==> config.mk <==
export PLATFORM = sky130hd
export DESIGN_NAME = ftsd_scan_ctl
export DESIGN_NICKNAME = d
export VERILOG_FILES = /design/src/rtl/ftsd_scan_ctl.sv
export SDC_FILE = /design/constraint.sdc
export NUM_CORES = 1
export LEC_CHECK = 0
export BUFFER_PORTS_ARGS = -buffer_cell sky130_fd_sc_hd__buf_2
export CAP_MARGIN = 30
export CORE_MARGIN = 2
export CORE_UTILIZATION = 54
export CTS_CLUSTER_SIZE = 12
export DETAILED_ROUTE_END_ITERATION = 10
export PLACE_DENSITY_LB_ADDON = 0.15
export SYNTH_ARGS = -nofsm -noshare
export SYNTH_HDL_FRONTEND = slang
export SYNTH_SLANG_ARGS = --single-unit
==> constraint.sdc <==
create_clock -name clk -period 2.27 [get_ports clk]
set_input_delay 0.227 -clock clk [delete_from_list [all_inputs] [get_ports clk]]
set_output_delay 0.227 -clock clk [all_outputs]
set_load 0.02 [all_outputs]
==> src/rtl/ftsd_scan_ctl.sv <==
// Scan controller for multiplexed 7/14-segment displays.
// Prescaled digit scan with per-frame value latch, digit mask and leading-zero blanking.
//
// Ports:
//   clk, rst     rising-edge clock, synchronous active-high reset
//   en           scan enable; low holds counters and darkens the display
//   din          packed digit values, digit i at din[i*DATA_W +: DATA_W]
//   digit_en     per-digit enable mask (1 = may light)
//   lzb          leading-zero blanking enable
//   ftsd_ctl     active-low digit commons, at most one bit low
//   ftsd_in      value of the selected digit, BLANK_CODE when dark
//   scan_idx     index of the digit slot currently selected
//   frame_start  one-cycle pulse when scan_idx wraps to 0
module ftsd_scan_ctl #(
    parameter int N_DIGITS = 4,
    parameter int DATA_W   = 4,
    parameter int SCAN_DIV = 50000,
    parameter int DIV_W    = 16,
    parameter logic [DATA_W-1:0] BLANK_CODE = {DATA_W{1'b1}}
) (
    input  logic                         clk,
    input  logic                         rst,
    input  logic                         en,
    input  logic [N_DIGITS*DATA_W-1:0]   din,
    input  logic [N_DIGITS-1:0]          digit_en,
    input  logic                         lzb,
    output logic [N_DIGITS-1:0]          ftsd_ctl,
    output logic [DATA_W-1:0]            ftsd_in,
    output logic [$clog2(N_DIGITS)-1:0]  scan_idx,
    output logic                         frame_start
);

    localparam int IDX_W = $clog2(N_DIGITS);
    localparam logic [DIV_W-1:0] PRESC_MAX = DIV_W'(SCAN_DIV - 1);
    localparam logic [IDX_W-1:0] IDX_LAST  = IDX_W'(N_DIGITS - 1);

    logic [DIV_W-1:0]           presc;
    logic [N_DIGITS*DATA_W-1:0] shadow_din;
    logic                       shadow_lzb;

    logic                       tick;
    logic                       wrap;
    logic [IDX_W-1:0]           nxt_idx;
    logic [N_DIGITS*DATA_W-1:0] eff_din;
    logic                       eff_lzb;
    logic                       zsuf;
    logic                       lz;
    logic                       show;
    logic [DATA_W-1:0]          sel_val;
    logic [N_DIGITS-1:0]        ctl_nxt;

    assign tick = en && (presc == PRESC_MAX);
    assign wrap = (scan_idx == IDX_LAST);

    always_comb begin
        nxt_idx = wrap ? '0 : scan_idx + IDX_W'(1);
        // The wrapping tick latches a new frame; digit 0 must
        // already see it, so bypass the shadow on that edge.
        eff_din = wrap ? din : shadow_din;
        eff_lzb = wrap ? lzb : shadow_lzb;
        zsuf    = 1'b1;
        lz      = 1'b0;
        sel_val = BLANK_CODE;
        // Walk from the MS digit down, tracking whether every
        // digit from here upward is zero.
        for (int i = N_DIGITS - 1; i >= 0; i--) begin
            if (eff_din[i*DATA_W +: DATA_W] != '0)
                zsuf = 1'b0;
            if (IDX_W'(i) == nxt_idx) begin
                lz      = eff_lzb && (i != 0) && zsuf;
                sel_val = eff_din[i*DATA_W +: DATA_W];
            end
        end
        show = digit_en[nxt_idx] && !lz;
        for (int i = 0; i < N_DIGITS; i++)
            ctl_nxt[i] = !(show && (IDX_W'(i) == nxt_idx));
    end

    always_ff @(posedge clk) begin
        if (rst) begin
            presc       <= '0;
            scan_idx    <= IDX_LAST;
            ftsd_ctl    <= '1;
            ftsd_in     <= BLANK_CODE;
            frame_start <= 1'b0;
            shadow_din  <= '0;
            shadow_lzb  <= 1'b0;
        end else begin
            frame_start <= 1'b0;
            if (!en) begin
                ftsd_ctl <= '1;
                ftsd_in  <= BLANK_CODE;
            end else if (tick) begin
                presc    <= '0;
                scan_idx <= nxt_idx;
                ftsd_ctl <= ctl_nxt;
                ftsd_in  <= show ? sel_val : BLANK_CODE;
                if (wrap) begin
                    shadow_din  <= din;
                    shadow_lzb  <= lzb;
                    frame_start <= 1'b1;
                end
            end else begin
                presc <= presc + DIV_W'(1);
            end
        end
    end

endmodule
# ---- Yosys cells after proc, flatten, opt, wreduce, memory -nomap -nowiden
# Index checks and enable logic that the tools add are counted.
dict set report totals {
  register_bits 44
  output_inout_bits 11
  inputBits 24
}
dict set report classes {
  magnitude_cmp 1
  n_reduce_logical 21
  n_bitwise 2
  mux 19
  n_eq_ne 5
  addsub 2
}
# op count
set ops {}
lappend ops {{$mux W16} 2}
lappend ops {{$mux W4} 5}
lappend ops {{$add A16 B1 Y16 const B} 1}
lappend ops {{$eq A16 B16 Y1 const B} 1}
lappend ops {{$reduce_bool A4 Y1} 3}
lappend ops {{$mux W1} 10}
lappend ops {{$logic_and A1 B1 Y1} 9}
lappend ops {{$logic_not A1 Y1} 5}
lappend ops {{$eq A2 B2 Y1 const A} 2}
lappend ops {{$lt A2 B3 Y1 const B} 1}
lappend ops {{$reduce_or A3 Y1} 1}
lappend ops {{$add A2 B1 Y2 const B} 1}
lappend ops {{$bmux W1 S2} 1}
lappend ops {{$eq A1 B2 Y1 const A} 1}
lappend ops {{$eq A2 B2 Y1 const B} 1}
lappend ops {{$logic_not A2 Y1} 1}
lappend ops {{$mux W2} 1}
lappend ops {{$not A1 Y1} 2}
lappend ops {{$reduce_and A2 Y1} 1}
lappend ops {{$reduce_or A2 Y1} 1}

# ---- Longest topological paths before layout
# Gate-level depths: netlist of the first run.
dict set report depth {
  ltp_word 13
  ltp_mapped 8
  ltp_nobuf 7
}

# ---- Worst setup path after synthesis of the first run
# Ideal clock, no wire load.
dict set report synth_timing {
  kind {register -> register}
  from {reg scan_idx[0]}
  to {reg ftsd_in[1]}
  required_time_ps 2138
  stages_incl_launch_ff 8
  arrival_ps 1667
  path_slack_ps 471
  path_buffers 1
  cell_sequence {dfxtp_1 -> ha_1 -> clkbuf_1 -> mux2_2 -> o22ai_1 -> o21ai_0 -> o21ai_0 -> a21oi_1}
}
dict set report synth_between {
  elab_chain_len 12
}
# item line
set synth_lines {}
lappend synth_lines {{start: declaration} 29} ;# output logic [$clog2(N_DIGITS)-1:0] scan_idx,
lappend synth_lines {{start signal: assignment} 95} ;# scan_idx <= nxt_idx;
lappend synth_lines {{$eq A2 B2 Y1 *} 53} ;# assign wrap = (scan_idx == IDX_LAST);
lappend synth_lines {{named net wrap} 42} ;# logic wrap;
lappend synth_lines {{$mux W16} -}
lappend synth_lines {{$reduce_bool A4 Y1} 67} ;# if (eff_din[i*DATA_W +: DATA_W] != '0)
lappend synth_lines {{$mux W1} 67}
lappend synth_lines {{$logic_and A1 B1 Y1 or $mux W1 (tied branches)} {70, 67}}
lappend synth_lines {{$mux W1 (tied with other cells)} 69} ;# if (IDX_W'(i) == nxt_idx) begin
lappend synth_lines {{$mux W1 or $logic_and A1 B1 Y1 (tied branches)} {69, 70}}
lappend synth_lines {{$mux W1 (2 in a row)} 69}
lappend synth_lines {{$logic_not A1 Y1} 74} ;# show = digit_en[nxt_idx] && !lz;
lappend synth_lines {{$logic_and A1 B1 Y1} 74}
lappend synth_lines {{$mux W4 *} 97} ;# ftsd_in <= show ? sel_val : BLANK_CODE;
lappend synth_lines {{end signal: assignment} 97}
lappend synth_lines {{end: declaration} 28} ;# output logic [DATA_W-1:0] ftsd_in,
# The timed path passes the listed nets; every way through them passes the cells marked *. The select of a mux whose other input is x is not followed.
# A chain may end at the register's enable or synchronous reset.

# ---- Final worst setup path of the first run
dict set report layout_timing {
  from {reg scan_idx[0]}
  to {reg ftsd_in[2]}
}
# Same word-level chain as after synthesis.

==> results.md, run 1 <==
- Top FF cell, synth: dfxtp_1
- Max-slew violations: 0
- Slew HR: 68.5%
- Pin count of the biggest net entering global routing: 20
- Final Cell Area: 2150 um2
- Row count: 21
- Clock Sinks: 40
- Drt total wl: around 4.0 mm
- DPL Wire Length: 2.94 mm
- Layout cells sized above 1: approximately a fifth
- Hold_buf cts: 0
- Reg2Reg Depth: 6
- RSZ-0062 raised after global routing: false
- Sum Neg Setup Slack: 0 ns
- Cells after synthesis: around 220
- Yosys warns: 0
- Via/cell ratio: between 5 and 6
- Drt pass-1 iters: 4
- Final Setup Violations: 0
- Seq/Total Area, Yosys: a little over two fifths
- First-pass GRT wire length: about 7 mm
- Crit share post-route: between 90% and 100%
- Startpoint class of the critical path: register
- Slowest CP cell: dfxtp_1
- Mapped Nets: 253
- Setup crit end kind: register
- I/O pins: 35
- Die area: ~4000 um2
- Die extent in x: ~63 um
- Cell variety after synth: 37
- Placed Cells: between 200 and 300
- Antenna Nets Post-Route: 0
- Post-Syn Area: approximately 1900 um2
- Placed Area: just over 2000 um2
- Worst-margin pin slew: around 0.47 ns
- MaxCap Viol Count: 0
- CTS max path bufs: 2
- Fmax: approximately 0.49 GHz
- Hold Slack: 0.101 ns
- Cell Count, Final, Fillers Out: ~310
- Worst Path Max Fanout: 11
- CTS tree: done
- Syn avg cell area: between 8 and 9 um2
- Layout area overhead: 15.2%
- Arrival time worst endpoint: 2.28 ns
- CP peak stage delay: 0.43 ns
- P per Cell Area: between 500 and 600 nW/um2
- Hold depth: 3
- Crit path cell chain: ha_1 > nor2_1 > mux4_2 > nand3_1 > a31oi_2 > a21oi_1
- Vias: 1678
- Total grt overflow: 0
- Maximum VDD drop: around 0.43 mV
- Core area: 3340 um2
- Status: complete, no violations
- Initial core utilization: a little under three fifths
- Post-synth EDFFs: 0
- Average wire per standard cell: 13.0 um
- Vias in the first global route: 1652
- All-Layer GR Usage: about 22%
- Leakage power: between 0.8 and 0.9 nW
- Final Hold Fails: 0
- GP Congestion: roughly 0.81
- H-tree Lvls: 2
- Yosys reg bits: 40
- Antenna cells: 0
- Latest clock arrival within the worst-skew pair: ~0.35 ns
- Clock skew: 0.00683 ns
- DRC: 0
- Clk root buf: clkbuf_4
- Post-CTS setup buffers: 0
- # port buffers: 34
- Clock slew seen by the registers of the worst setup and hold paths: between 0.1 and 0.15 ns
- Required @ worst endpoint: approximately 2.5 ns
- Filler cell count in the final layout: 320
- Fraction of registers with async set/reset: 0%
- Final nets: roughly 290
- Final min period: just over 2 ns
- Crit path kind: reg -> reg
- Die Span Y: around 63 um
- Worst min path class: in -> reg
- Initial antenna violation count: 0
- Cts bufs inserted: 5
- CTS resizes: 0
- Drt initial violations: 63
area by class of cell:
class / instances / area [um2] / area share [%]
Clock buffer: 6 / 41.3 / 1.92
Clock inverter: 2 / 35.0 / 1.63
Inverter: 7 / 26.3 / 1.22
Multi-Input combinational cell: 168 / 993 / 46.1
Sequential cell: 40 / 801 / 37.2
Tap cell: 46 / 57.6 / 2.67
Timing Repair Buffer: 38 / 200 / 9.29
cells by family (layout without fill, tap and decap cells):
| logic type | count (synthesis) | after routing | synth area share [%] |
|---|---|---|---|
| flip-flops | 40 | 40 | 42.8 |
| XOR/XNOR | 9 | 9 | 4.21 |
| adder cells (fa/ha/maj) | 5 | 5 | 3.34 |
| multiplexers | 4 | 4 | 3.01 |
| AND/OR/NAND/NOR | 97 | 97 | 26.8 |
| buffers and inverters | 16 | 53 | 4.08 |
| AO/OA/AOI/OAI | 53 | 53 | 15.7 |
routing by layer:
layer / up-vias / share of wire, % / global-route usage (%)
li1: 859 / - / -
met1: 779 / 45 / 24.7
met2: 30 / 48 / 39.9
met3: 10 / 3.9 / 6.49
met4: 0 / 2.5 / 10.0
met5: - / 0 / 0
through the flow:
step	utilization [%]	worst slack (ns)	power [mW]
detailed placement	62.3	0.227	0.774
finish	64.6	0.216	1.22
global route	64.6	0.0427	1.26
CTS	64.6	0.186	1.23
floorplan	-	0.471	0.746
global placement	62.3	0.248	0.774
power breakdown:
part	total (mW)	switching [mW]	internal (mW)
clock network	0.457	0.226	0.231
registers	0.706	0.00210	0.704
logic	0.0519	0.0270	0.0249
placed cells by master, fill, tap and decap left out, types with 2 or more instances in the layout:
master    synthesis  routed
and2_1            2       2
buf_4             2       4
clkbuf_4          0       5
or4_1             3       3
a21oi_1          30      30
nor3_1            2       2
dfxtp_1          40      40
xnor2_1           3       3
and3_1            3       3
nand2b_1          4       4
nor2_1           20      20
nand3_1           7       7
nand2_1          35      35
nand4_1           5       5
o21ai_0          12      12
inv_1             7       7
buf_2             1      34
or3_1             6       6
or4bb_1           2       2
xor2_1            6       6
o22ai_1           5       5
o211ai_1          3       3
ha_1              5       5
mux2_2            3       3
state kept, by name (all words and copies together), names as in the netlist:
name	flops
ftsd_ctl	4
frame_start	1
scan_idx	2
presc	16
shadow_lzb	1
shadow_din	12
ftsd_in	4
worst paths after layout:
check	slack, ns	from	endpoint
max reg2reg	0.22	scan_idx[0]$_SDFFE_PP1P_	ftsd_in[2]$_SDFFE_PP1N_
min	0.10	din[4]	shadow_din[4]$_SDFFE_PP0P_
min reg2reg	0.47	shadow_lzb$_SDFFE_PP0P_	shadow_lzb$_SDFFE_PP0P_
max	0.22	scan_idx[0]$_SDFFE_PP1P_	ftsd_in[2]$_SDFFE_PP1N_
worst max-delay path: cells and delay by family (launching register included):
kind                       cells  cell delay (ns)
AOI/OAI and AO/OA              2             0.48
adders and majority gates      1             0.42
DFF                            1             0.43
muxes                          1             0.38
and+or+nand+nor                2             0.22
synth_stat cells (all sizes together) (2+ instances only):
master,n,area share [%]
nand2b,4,1.3
a21oi,30,8.0
xnor2,3,1.4
clkbuf,5,1.0
nor4,2,1.5
o21ai,12,3.2
nand4,5,1.7
or3,6,2.0
or4b,2,1.3
nand3,7,1.9
buf,4,1.7
inv,7,1.4
mux2,3,1.8
nor3,2,0.54
and2,2,0.67
and3,3,1.0
dfxtp,40,43
nand2,35,7.0
o22ai,5,1.7
or4,3,1.2
or4bb,2,1.2
ha,5,3.3
nor2,20,4.0
xor2,6,2.8
o211ai,3,1.2
No activity file was read; power rests on OpenSTA's default activity.
==> run 2, diff against run 1 <==
PLACE_DENSITY = 0.78   (was not set)
PLACE_DENSITY_LB_ADDON = not set   (was 0.15)
==> run 2 against run 1 <==
  * Sequential share of layout area rose by 0.41 points
  * Core utilization is 0.71 points lower
  * Maximum frequency fell by 2.7%
  * Routed wire length is 1.4% lower
  * Non-clock buffer count down 1
  * Die area unchanged
  * Largest cell class unchanged
  * Final area is 1.1% lower
==> results.md, run 2 (synthesis results as in run 1) <==
- Top reg by flops: presc
- Placed Cells: between 200 and 300
- Vias in the first global route: 1568
- Vias: 1690
- Setup crit end kind: register
- Pin count of the biggest net entering global routing: 20
- Layout cells sized above 1: about 20%
- Antenna cells: 0
- Final setup margin: between 0.15 and 0.2 ns
- GP Congestion: approximately 0.82
- Status: complete, no violations
- Arrival time worst endpoint: between 2 and 2.5 ns
- H-tree Lvls: 2
- Die area: between 3000 and 4000 um2
- Antenna Nets Post-Route: 0
- Final min period: 2.11 ns
- Via/cell ratio: about 5.5
- Regs by FF count: presc (16), shadow_din (12)
- Max reg flops: 16
- I/O pins: 35
- All-Layer GR Usage: between 20 and 25%
- Die extent in x: 62.9 um
- Final Hold Fails: 0
- Required @ worst endpoint: around 2.6 ns
- Total grt overflow: 0
- Final Core Density: 63.9%
- Die Span Y: approximately 63 um
- Crit share post-route: between 90% and 100%
- Startpoint class of the critical path: register
- Most frequent cells in the layout: dfxtp_1, nand2_1, buf_2
- Layout area overhead: 13.9%
- CTS tree: done
- Cell Count, Final, Fillers Out: around 310
- CTS max path bufs: 2
- MaxCap Viol Count: 0
- DPL Wire Length: about 3.0 mm
- P per Cell Area: 532 nW/um2
- Fmax: between 0.4 and 0.5 GHz
- Leakage power: approximately 0.8 nW
- Worst min path class: in -> reg
- Clk root buf: clkbuf_4
- Crit path kind: reg -> reg
- Max-slew violations: 0
- Final Setup Violations: 0
- Row count: 21
- Most common cell after layout, fill and taps aside: dfxtp_1
- DRC: 0
- Pwr Total: 1.13 mW
- Maximum VDD drop: a little over 0.4 mV
- Initial antenna violation count: 0
- Sum Neg Setup Slack: 0 ns
- Slew HR: 62.5%
- Place WS: 0.175 ns
- Clock Sinks: 40
- Initial core utilization: between 50% and 60%
- First-pass GRT wire length: between 6 and 7 mm
- Drt pass-1 iters: 6
- # port buffers: 34
- Average wire per standard cell: about 13 um
- Drt initial violations: about 110
- Cts bufs inserted: 5
- RSZ-0062 raised after global routing: false
- Latest clock arrival within the worst-skew pair: between 0.3 and 0.4 ns
- Clock skew: 0.00483 ns
- Core area: between 3000 and 4000 um2
- Final nets: between 200 and 300
- Hold_buf cts: 0
- Worst Path Max Fanout: 8
- Drt total wl: a little under 4 mm
- Worst-margin pin slew: 0.548 ns
- Clock slew seen by the registers of the worst setup and hold paths: about 0.11 ns
run 2: worst max-delay path, cell delays in order, from the launching register on:
cell      delay (ns)
dfxtp_1         0.37
or4b_4          0.56
nor4_4          0.42
buf_4           0.23
nand2b_1        0.28
nor2_1          0.07
a21oi_1         0.12
run 2: layout make-up:
| type | count | area (um2) |
|---|---|---|
| fillers | 313 | 1210 |
| multi-input cells | 168 | 995 |
| flip-flops and latches | 40 | 801 |
| repair buffers | 37 | 193 |
| clock buffers | 8 | 58.8 |
| well taps | 46 | 57.6 |
| inverters | 7 | 26.3 |
run 2: path summary, 6_finish.rpt:
check,startpoint,to,slack [ns],cells past startpoint
max,presc[7]$_SDFFE_PP0P_,ftsd_in[3]$_SDFFE_PP1N_,0.16,6
min,lzb,shadow_lzb$_SDFFE_PP0P_,0.1,3
max reg2reg,presc[7]$_SDFFE_PP0P_,ftsd_in[3]$_SDFFE_PP1N_,0.16,6
min reg2reg,shadow_lzb$_SDFFE_PP0P_,shadow_lzb$_SDFFE_PP0P_,0.46,2
run 2: where the power goes:
part,internal [mW],switching (mW),total [mW]
logic,0.0250,0.0275,0.0525
clock network,0.153,0.223,0.376
registers,0.704,0.00223,0.706
total,0.882,0.252,1.13
run 2: timing repair:
item                                    CTS  global route
setup buffers                             0             0
endpoints found under the setup margin    0            11
resized for setup                         0             1
endpoints found under the hold margin     0             0
run 2: stage by stage:
stage	hold slack, ns	instance area [um2]
after global routing	0.101	2130
after detailed placement	0.452	2070
after global placement	0.440	2070
after CTS	0.0975	2130
after floorplan	0.349	1870
final	0.0969	2130
run 2: per-layer routing:
| layer | GRT usage (%) | wire length [um] | vias up |
|---|---|---|---|
| met4 | 8.33 | 57 | 0 |
| met3 | 7.03 | 215 | 7 |
| met2 | 33.9 | 1750 | 41 |
| li1 | - | - | 860 |
| met1 | 29.3 | 1920 | 782 |
| met5 | 0 | 0 | - |
